### config.mk
export PLATFORM = sky130hd
export DESIGN_NAME = muldiv_unit_flat
export DESIGN_NICKNAME = d
export VERILOG_FILES = /design/src/rtl/muldiv_pkg.sv /design/src/rtl/muldiv_if.sv /design/src/rtl/muldiv_decode.sv /design/src/rtl/muldiv_unit.sv /design/src/flat_wrapper.sv
export SDC_FILE = /design/constraint.sdc
export NUM_CORES = 1
export LEC_CHECK = 0
export ABC_AREA = 1
export BUFFER_PORTS_ARGS = -buffer_cell sky130_fd_sc_hd__buf_2
export CORE_ASPECT_RATIO = 1.4
export CORE_UTILIZATION = 45
export CTS_BUF_LIST = sky130_fd_sc_hd__clkbuf_4 sky130_fd_sc_hd__clkbuf_8
export CTS_CLUSTER_DIAMETER = 200
export CTS_CLUSTER_SIZE = 20
export DETAILED_ROUTE_END_ITERATION = 12
export PLACE_DENSITY = 0.66
export RECOVER_POWER = 50
export SYNTH_ARGS = -nofsm -noshare
export SYNTH_HDL_FRONTEND = slang
export SYNTH_SLANG_ARGS = --single-unit
### constraint.sdc
create_clock -name clk -period 11.87 [get_ports clk]
set_input_delay 0.5935 -clock clk [delete_from_list [all_inputs] [get_ports clk]]
set_output_delay 0.5935 -clock clk [all_outputs]
set_load 0.02 [all_outputs]
### src/rtl/muldiv_pkg.sv
// muldiv_pkg: shared types and decode constants for the iterative multiply/divide unit
package muldiv_pkg;

    localparam logic [6:0] OPC_RTYPE = 7'b0110011;
    localparam logic [6:0] F7_MULDIV = 7'b0000001;

    typedef enum logic [2:0] {
        OP_MUL    = 3'b000,
        OP_MULH   = 3'b001,
        OP_MULHSU = 3'b010,
        OP_MULHU  = 3'b011,
        OP_DIV    = 3'b100,
        OP_DIVU   = 3'b101,
        OP_REM    = 3'b110,
        OP_REMU   = 3'b111
    } md_op_e;

    typedef enum logic [1:0] {
        ST_IDLE = 2'd0,
        ST_CALC = 2'd1,
        ST_DONE = 2'd2
    } md_state_e;

endpackage

### src/rtl/muldiv_if.sv
// muldiv_if: EX-stage request/response bundle between the pipeline and the multiply/divide unit
interface muldiv_if #(parameter int XLEN = 32);

    logic            start;
    logic [6:0]      opcode;
    logic [2:0]      funct3;
    logic [6:0]      funct7;
    logic [XLEN-1:0] rs1_data;
    logic [XLEN-1:0] rs2_data;
    logic            flush;
    logic            is_md;
    logic            stall;
    logic            busy;
    logic            done;
    logic [XLEN-1:0] result;

    modport master (
        output start, opcode, funct3, funct7, rs1_data, rs2_data, flush,
        input  is_md, stall, busy, done, result
    );

    modport slave (
        input  start, opcode, funct3, funct7, rs1_data, rs2_data, flush,
        output is_md, stall, busy, done, result
    );

endinterface

### src/rtl/muldiv_decode.sv
// muldiv_decode: combinational M-extension decode into op, operand signedness and result half
module muldiv_decode
    import muldiv_pkg::*;
(
    input  logic [6:0] opcode_i,
    input  logic [2:0] funct3_i,
    input  logic [6:0] funct7_i,
    output logic       is_md_o,
    output md_op_e     op_o,
    output logic       a_signed_o,
    output logic       b_signed_o,
    output logic       is_div_o,
    output logic       want_high_o
);

    // for divides the "high" half of the accumulator is the remainder
    always_comb begin
        is_md_o     = (opcode_i == OPC_RTYPE) && (funct7_i == F7_MULDIV);
        op_o        = md_op_e'(funct3_i);
        a_signed_o  = funct3_i[2] ? !funct3_i[0] : (funct3_i != 3'b011);
        b_signed_o  = funct3_i[2] ? !funct3_i[0] : !funct3_i[1];
        is_div_o    = funct3_i[2];
        want_high_o = funct3_i[2] ? funct3_i[1] : (funct3_i != 3'b000);
    end

endmodule

### src/rtl/muldiv_unit.sv
// muldiv_unit: iterative RV32M multiply/divide, one bit per cycle, stalls the pipeline while busy
// Shift-add multiply and restoring divide share one 2*XLEN accumulator; signs are fixed up at the end.
module muldiv_unit
    import muldiv_pkg::*;
#(
    parameter int XLEN  = 32,
    parameter int CNT_W = $clog2(XLEN + 1)
) (
    input logic     clk,
    input logic     rst_n,
    muldiv_if.slave bus
);

    logic            is_md, a_signed, b_signed, is_div, want_high;
    md_op_e          op;

    md_state_e       state_q, state_d;
    logic [CNT_W-1:0] cnt_q, cnt_d;
    logic [2*XLEN-1:0] acc_q, acc_d;
    logic [XLEN-1:0] b_q, b_d;
    md_op_e          op_q, op_d;
    logic            neg_q, neg_d, aneg_q, aneg_d;
    logic [XLEN-1:0] result_q, result_d;

    logic            a_neg, b_neg, accept, div_zero, ovf;
    logic [XLEN-1:0] a_mag, b_mag, spec_res;
    logic            is_div_q, high_q;
    logic [XLEN:0]   mul_sum, div_diff;
    logic [2*XLEN-1:0] mul_next, div_next, iter, prod;
    logic [XLEN-1:0] half, mul_res, div_res, calc_res;

    muldiv_decode u_decode (
        .opcode_i    (bus.opcode),
        .funct3_i    (bus.funct3),
        .funct7_i    (bus.funct7),
        .is_md_o     (is_md),
        .op_o        (op),
        .a_signed_o  (a_signed),
        .b_signed_o  (b_signed),
        .is_div_o    (is_div),
        .want_high_o (want_high)
    );

    always_comb begin
        a_neg    = a_signed && bus.rs1_data[XLEN-1];
        b_neg    = b_signed && bus.rs2_data[XLEN-1];
        a_mag    = a_neg ? -bus.rs1_data : bus.rs1_data;
        b_mag    = b_neg ? -bus.rs2_data : bus.rs2_data;
        accept   = (state_q == ST_IDLE) && bus.start && is_md && !bus.flush;
        div_zero = is_div && (bus.rs2_data == '0);
        ovf      = is_div && a_signed && (bus.rs1_data == {1'b1, {(XLEN-1){1'b0}}})
                   && (bus.rs2_data == {XLEN{1'b1}});
        spec_res = div_zero ? (want_high ? bus.rs1_data : {XLEN{1'b1}})
                            : (want_high ? {XLEN{1'b0}} : bus.rs1_data);
    end

    // one iteration of each algorithm; low half holds multiplier bits / dividend bits still to consume
    always_comb begin
        is_div_q = op_q[2];
        high_q   = op_q[2] ? op_q[1] : (op_q != OP_MUL);
        mul_sum  = {1'b0, acc_q[2*XLEN-1:XLEN]} + {1'b0, acc_q[0] ? b_q : {XLEN{1'b0}}};
        mul_next = {mul_sum, acc_q[XLEN-1:1]};
        div_diff = acc_q[2*XLEN-1:XLEN-1] - {1'b0, b_q};
        div_next = div_diff[XLEN] ? {acc_q[2*XLEN-2:0], 1'b0}
                                  : {div_diff[XLEN-1:0], acc_q[XLEN-2:0], 1'b1};
        iter     = is_div_q ? div_next : mul_next;
        prod     = neg_q ? -iter : iter;
        mul_res  = high_q ? prod[2*XLEN-1:XLEN] : prod[XLEN-1:0];
        half     = high_q ? iter[2*XLEN-1:XLEN] : iter[XLEN-1:0];
        div_res  = (high_q ? aneg_q : neg_q) ? -half : half;
        calc_res = is_div_q ? div_res : mul_res;
    end

    always_comb begin
        state_d  = state_q;
        cnt_d    = cnt_q;
        acc_d    = acc_q;
        b_d      = b_q;
        op_d     = op_q;
        neg_d    = neg_q;
        aneg_d   = aneg_q;
        result_d = result_q;
        case (state_q)
            ST_IDLE: if (accept) begin
                op_d   = op;
                neg_d  = a_neg ^ b_neg;
                aneg_d = a_neg;
                acc_d  = {{XLEN{1'b0}}, a_mag};
                b_d    = b_mag;
                if (div_zero || ovf) begin
                    state_d  = ST_DONE;
                    result_d = spec_res;
                end else begin
                    state_d = ST_CALC;
                    cnt_d   = CNT_W'(XLEN);
                end
            end
            ST_CALC: begin
                acc_d = iter;
                cnt_d = cnt_q - 1'b1;
                if (cnt_q == CNT_W'(1)) begin
                    state_d  = ST_DONE;
                    result_d = calc_res;
                end
            end
            ST_DONE: state_d = ST_IDLE;
            default: state_d = ST_IDLE;
        endcase
        if (bus.flush) begin
            state_d  = ST_IDLE;
            result_d = result_q;
        end
    end

    always_ff @(posedge clk or negedge rst_n) begin
        if (!rst_n) begin
            state_q  <= ST_IDLE;
            cnt_q    <= '0;
            acc_q    <= '0;
            b_q      <= '0;
            op_q     <= OP_MUL;
            neg_q    <= 1'b0;
            aneg_q   <= 1'b0;
            result_q <= '0;
        end else begin
            state_q  <= state_d;
            cnt_q    <= cnt_d;
            acc_q    <= acc_d;
            b_q      <= b_d;
            op_q     <= op_d;
            neg_q    <= neg_d;
            aneg_q   <= aneg_d;
            result_q <= result_d;
        end
    end

    assign bus.is_md  = is_md;
    assign bus.stall  = accept || (state_q == ST_CALC);
    assign bus.busy   = state_q != ST_IDLE;
    assign bus.done   = state_q == ST_DONE;
    assign bus.result = result_q;

endmodule

### src/flat_wrapper.sv
// flat-port wrapper written by rule: the top's interface ports become plain ports
module muldiv_unit_flat import muldiv_pkg::*;
#(
    parameter int XLEN  = 32,
    parameter int CNT_W = $clog2(XLEN + 1)
)
  (clk, rst_n, bus_start, bus_opcode, bus_funct3, bus_funct7, bus_rs1_data, bus_rs2_data, bus_flush, bus_is_md, bus_stall, bus_busy, bus_done, bus_result);
  muldiv_if #(.XLEN(XLEN)) bus_i ();
  input logic clk;
  input logic rst_n;
  input wire logic [$bits(bus_i.start)-1:0] bus_start;
  input wire logic [$bits(bus_i.opcode)-1:0] bus_opcode;
  input wire logic [$bits(bus_i.funct3)-1:0] bus_funct3;
  input wire logic [$bits(bus_i.funct7)-1:0] bus_funct7;
  input wire logic [$bits(bus_i.rs1_data)-1:0] bus_rs1_data;
  input wire logic [$bits(bus_i.rs2_data)-1:0] bus_rs2_data;
  input wire logic [$bits(bus_i.flush)-1:0] bus_flush;
  output wire logic [$bits(bus_i.is_md)-1:0] bus_is_md;
  output wire logic [$bits(bus_i.stall)-1:0] bus_stall;
  output wire logic [$bits(bus_i.busy)-1:0] bus_busy;
  output wire logic [$bits(bus_i.done)-1:0] bus_done;
  output wire logic [$bits(bus_i.result)-1:0] bus_result;
  assign bus_i.start = bus_start;
  assign bus_i.opcode = bus_opcode;
  assign bus_i.funct3 = bus_funct3;
  assign bus_i.funct7 = bus_funct7;
  assign bus_i.rs1_data = bus_rs1_data;
  assign bus_i.rs2_data = bus_rs2_data;
  assign bus_i.flush = bus_flush;
  assign bus_is_md = bus_i.is_md;
  assign bus_stall = bus_i.stall;
  assign bus_busy = bus_i.busy;
  assign bus_done = bus_i.done;
  assign bus_result = bus_i.result;
  muldiv_unit #(.XLEN(XLEN), .CNT_W(CNT_W)) u_core (.clk(clk), .rst_n(rst_n), .bus(bus_i));
endmodule
==> impl_results.md <==
- HP Class: input port to register
- Critical path data arrival time: 6.47 ns
- Clock transition at the registers of the reported paths: 0.10 ns
- Delay-heaviest family, CP: buffers and inverters
- Slowest-stage cell, CP: clkbuf_1
- Die W: 174 um
- Hpwl dp: 65500 um
- CP startpoint kind: input port
- FMAX: 0.139 GHz
- Final setup viols: 0
- FFs w/ async S/R, synth: 1.00
- Die H: 243 um
- Residual DRC count: 0
- CTS Buf Count: 17
- Final period util: 0.605
- Share of layout cells above drive strength 1: 0.0888
- Antenna violations before repair: 1
- Fin crit period: 7.18 ns
- Number of clock sinks: 141
- Post-synth EDFFs: 0
- Max rail drop VDD: 0.0637 mV
- Syn_nets: 3478
- Max-cap violations: 2
- Dominant register cell in the synthesized netlist: dfrtp_1
- Slew Limit Fails: 144
- Root Buffer: clkbuf_8
- Site Rows: 88
- Worst skew pair latency: 0.54 ns
- Vias per cell: 5.69
- CTS tree: done
- GRT Util Overall: 0.389
- Syn Std Cell Area: 0.0187 mm^2
- RSZ-0062 raised after global routing: no
- Slew @ Worst Pin: 4.50 ns
- Worst EP required: 11.16 ns
- Finished Core Util: 0.489
- CP bufs+invs: 2
- Resize count post-CTS: 0
- Max transition margin: -2.00
- Clock skew: 0.0249 ns
- Post-DRT Antenna Nets: 0
- Seq/Total Area, Yosys: 0.189
- Setup_tns: 0 ns
- Core ar.: 0.0411 mm^2
- Violated checks: capacitance limit, slew limit
- CP peak stage delay: 3.08 ns
- Syn Area/Cell: 5.63 um^2
- Htree depth: 4
- Die ar.: 0.0424 mm^2
- Detailed Routing Iterations Pass 1: 6
- Crit path kind: input port to async pin
- Post-CTS setup buffer count: 0
- Initial DRC count: 2003
- First-pass GRT wire length: 125000 um
- Crit-path max FO: 76
- Largest net degree at the start of global routing: 77
- Syn-to-layout area delta: 7.33%
- Total Wirelength: 82000 um
- Port bufs: 120
- GRT overflow: 0
- Synth cell types: 63
- Fill count: 4547
- Deepest clock path buffer count: 2
- Synthesized instance count: 3320
- Nets: 3533
- Initial core utilization: 0.455
- Status: complete, but fails checks
- Yosys warning count: 0
- CP dominant cell by count: clkbuf_1
- CP Capture Type: async pin
- Number of global-route vias before repair: 21300
- Routed WL per cell: 20.9 um
- Ports: 121
- Leak: 0.0101 uW
- Final Wtd Congestion: 1.05
- Fin. Hold Viols: 0
- Vias: 22400
- Post-synthesis sequential element count: 141
- Pwr Density: 102 mW/mm^2
- Worst-path cell chain: clkbuf_1 > clkbuf_1
- Hold_buf cts: 0
[cell usage in the layout (no fill, tap or decap), types with 37 or more instances in the layout]
cell,n
nand2_1,1032
inv_1,455
nor2_1,326
nand3_1,292
o21ai_0,247
a21oi_1,172
dfrtp_1,139
buf_2,90
ha_1,71
nor3_1,43
nand2_2,40
xor2_1,40
nand4_1,37
[layer usage]
metal	routed length [um]	global-route usage	share of wire	vias to the layer above
met5	0	0	0	-
met4	8390	0.346	0.10	0
met3	5280	0.0492	0.064	322
met2	38000	0.646	0.46	1055
met1	30300	0.437	0.37	10100
li1	-	-	-	10900
[power by group]
| part | total (uW) | switching [uW] | internal, uW |
|---|---|---|---|
| registers | 570 | 46.8 | 523 |
| clock network | 427 | 250 | 177 |
| logic | 1040 | 736 | 305 |
[state kept, by name, summed over array words and instances, names as in the netlist]
register	cells
u_core.b_q	32
u_core.op_q	3
u_core.state_q	2
u_core.cnt_q	6
u_core.neg_q	1
u_core.acc_q	64
u_core.aneg_q	1
u_core.bus.result	32
[through the flow]
step           setup WS, ns  hold slack, ns  power (uW)  cells  cell area (um^2)
5_1_grt                3.39           0.263        2170   3929             20100
3_3_place_gp           7.06           0.461        1590   3896             19700
6_report               4.69           0.261        2040   3930             20100
4_1_cts                6.92           0.104        2010   3928             20100
2_1_floorplan          8.03           0.298        1270   3320             18700
3_5_place_dp           6.96           0.465        1590   3896             19700
[kinds of logic (layout without fill, tap and decap cells)]
| logic type | count (synthesis) | after routing | synth area share |
|---|---|---|---|
| flops | 141 | 141 | 0.189 |
| simple gates | 1874 | 1874 | 0.430 |
| fa+ha+maj | 73 | 73 | 0.0496 |
| buf+inv | 584 | 652 | 0.122 |
| compound gates | 587 | 587 | 0.180 |
| xor+xnor | 59 | 59 | 0.0276 |
| other cells | 0 | 2 | 0 |
| mux | 2 | 2 | 0.00120 |
[area by class of cell]
class	instances	area (um^2)	share of cell area
inverter	470	1760	0.0879
clock inverter	15	164	0.00817
antenna	2	5.00	0.000249
clock buffer	17	234	0.0117
timing repair buffer	150	785	0.0391
sequential	141	3530	0.176
tap	540	676	0.0337
multi-input combinational	2595	12900	0.643
[synthesized netlist by cell type (9+ instances only)]
cell | instances | area [um^2]
nand2_2 | 38 | 238
clkbuf_1 | 63 | 236
o21ai_1 | 18 | 90.1
nor2_2 | 14 | 87.6
nor3_1 | 43 | 215
o21ai_0 | 247 | 1240
o21bai_1 | 17 | 128
a21boi_1 | 9 | 67.6
buf_2 | 29 | 145
xor2_1 | 40 | 350
ha_1 | 71 | 888
buf_1 | 15 | 56.3
nand3b_1 | 11 | 82.6
nand4_1 | 37 | 231
nor2_1 | 326 | 1220
a31oi_1 | 22 | 138
nand3_2 | 11 | 110
o22ai_1 | 13 | 81.3
nand3_1 | 292 | 1460
or2_2 | 33 | 206
inv_2 | 12 | 45.0
dfrtp_1 | 141 | 3530
o21ai_2 | 9 | 78.8
inv_1 | 456 | 1710
a221o_1 | 12 | 120
nor4_1 | 13 | 81.3
nand2_1 | 1034 | 3880
o211ai_1 | 12 | 90.1
a21oi_1 | 173 | 866
xnor2_1 | 19 | 166
o221ai_1 | 18 | 158
[worst paths after layout]
kind / end / cells after the start / from / slack (ns)
setup / recovery: u_core.op_q[2] / 2 / rst_n / 4.69
hold / removal: u_core.state_q[0] / 2 / bus_flush / 0.26
setup reg to reg: u_core.bus.result[26] / 24 / u_core.acc_q[0] / 6.76
max in group clk: u_core.bus.result[26] / 24 / u_core.acc_q[0] / 6.76
min in group asynchronous: u_core.bus.result[5] / 1 / rst_n / 1.62
hold reg to reg: u_core.bus.result[29] / 2 / u_core.bus.result[29] / 0.50
No activity file was read; power rests on OpenSTA's default activity.
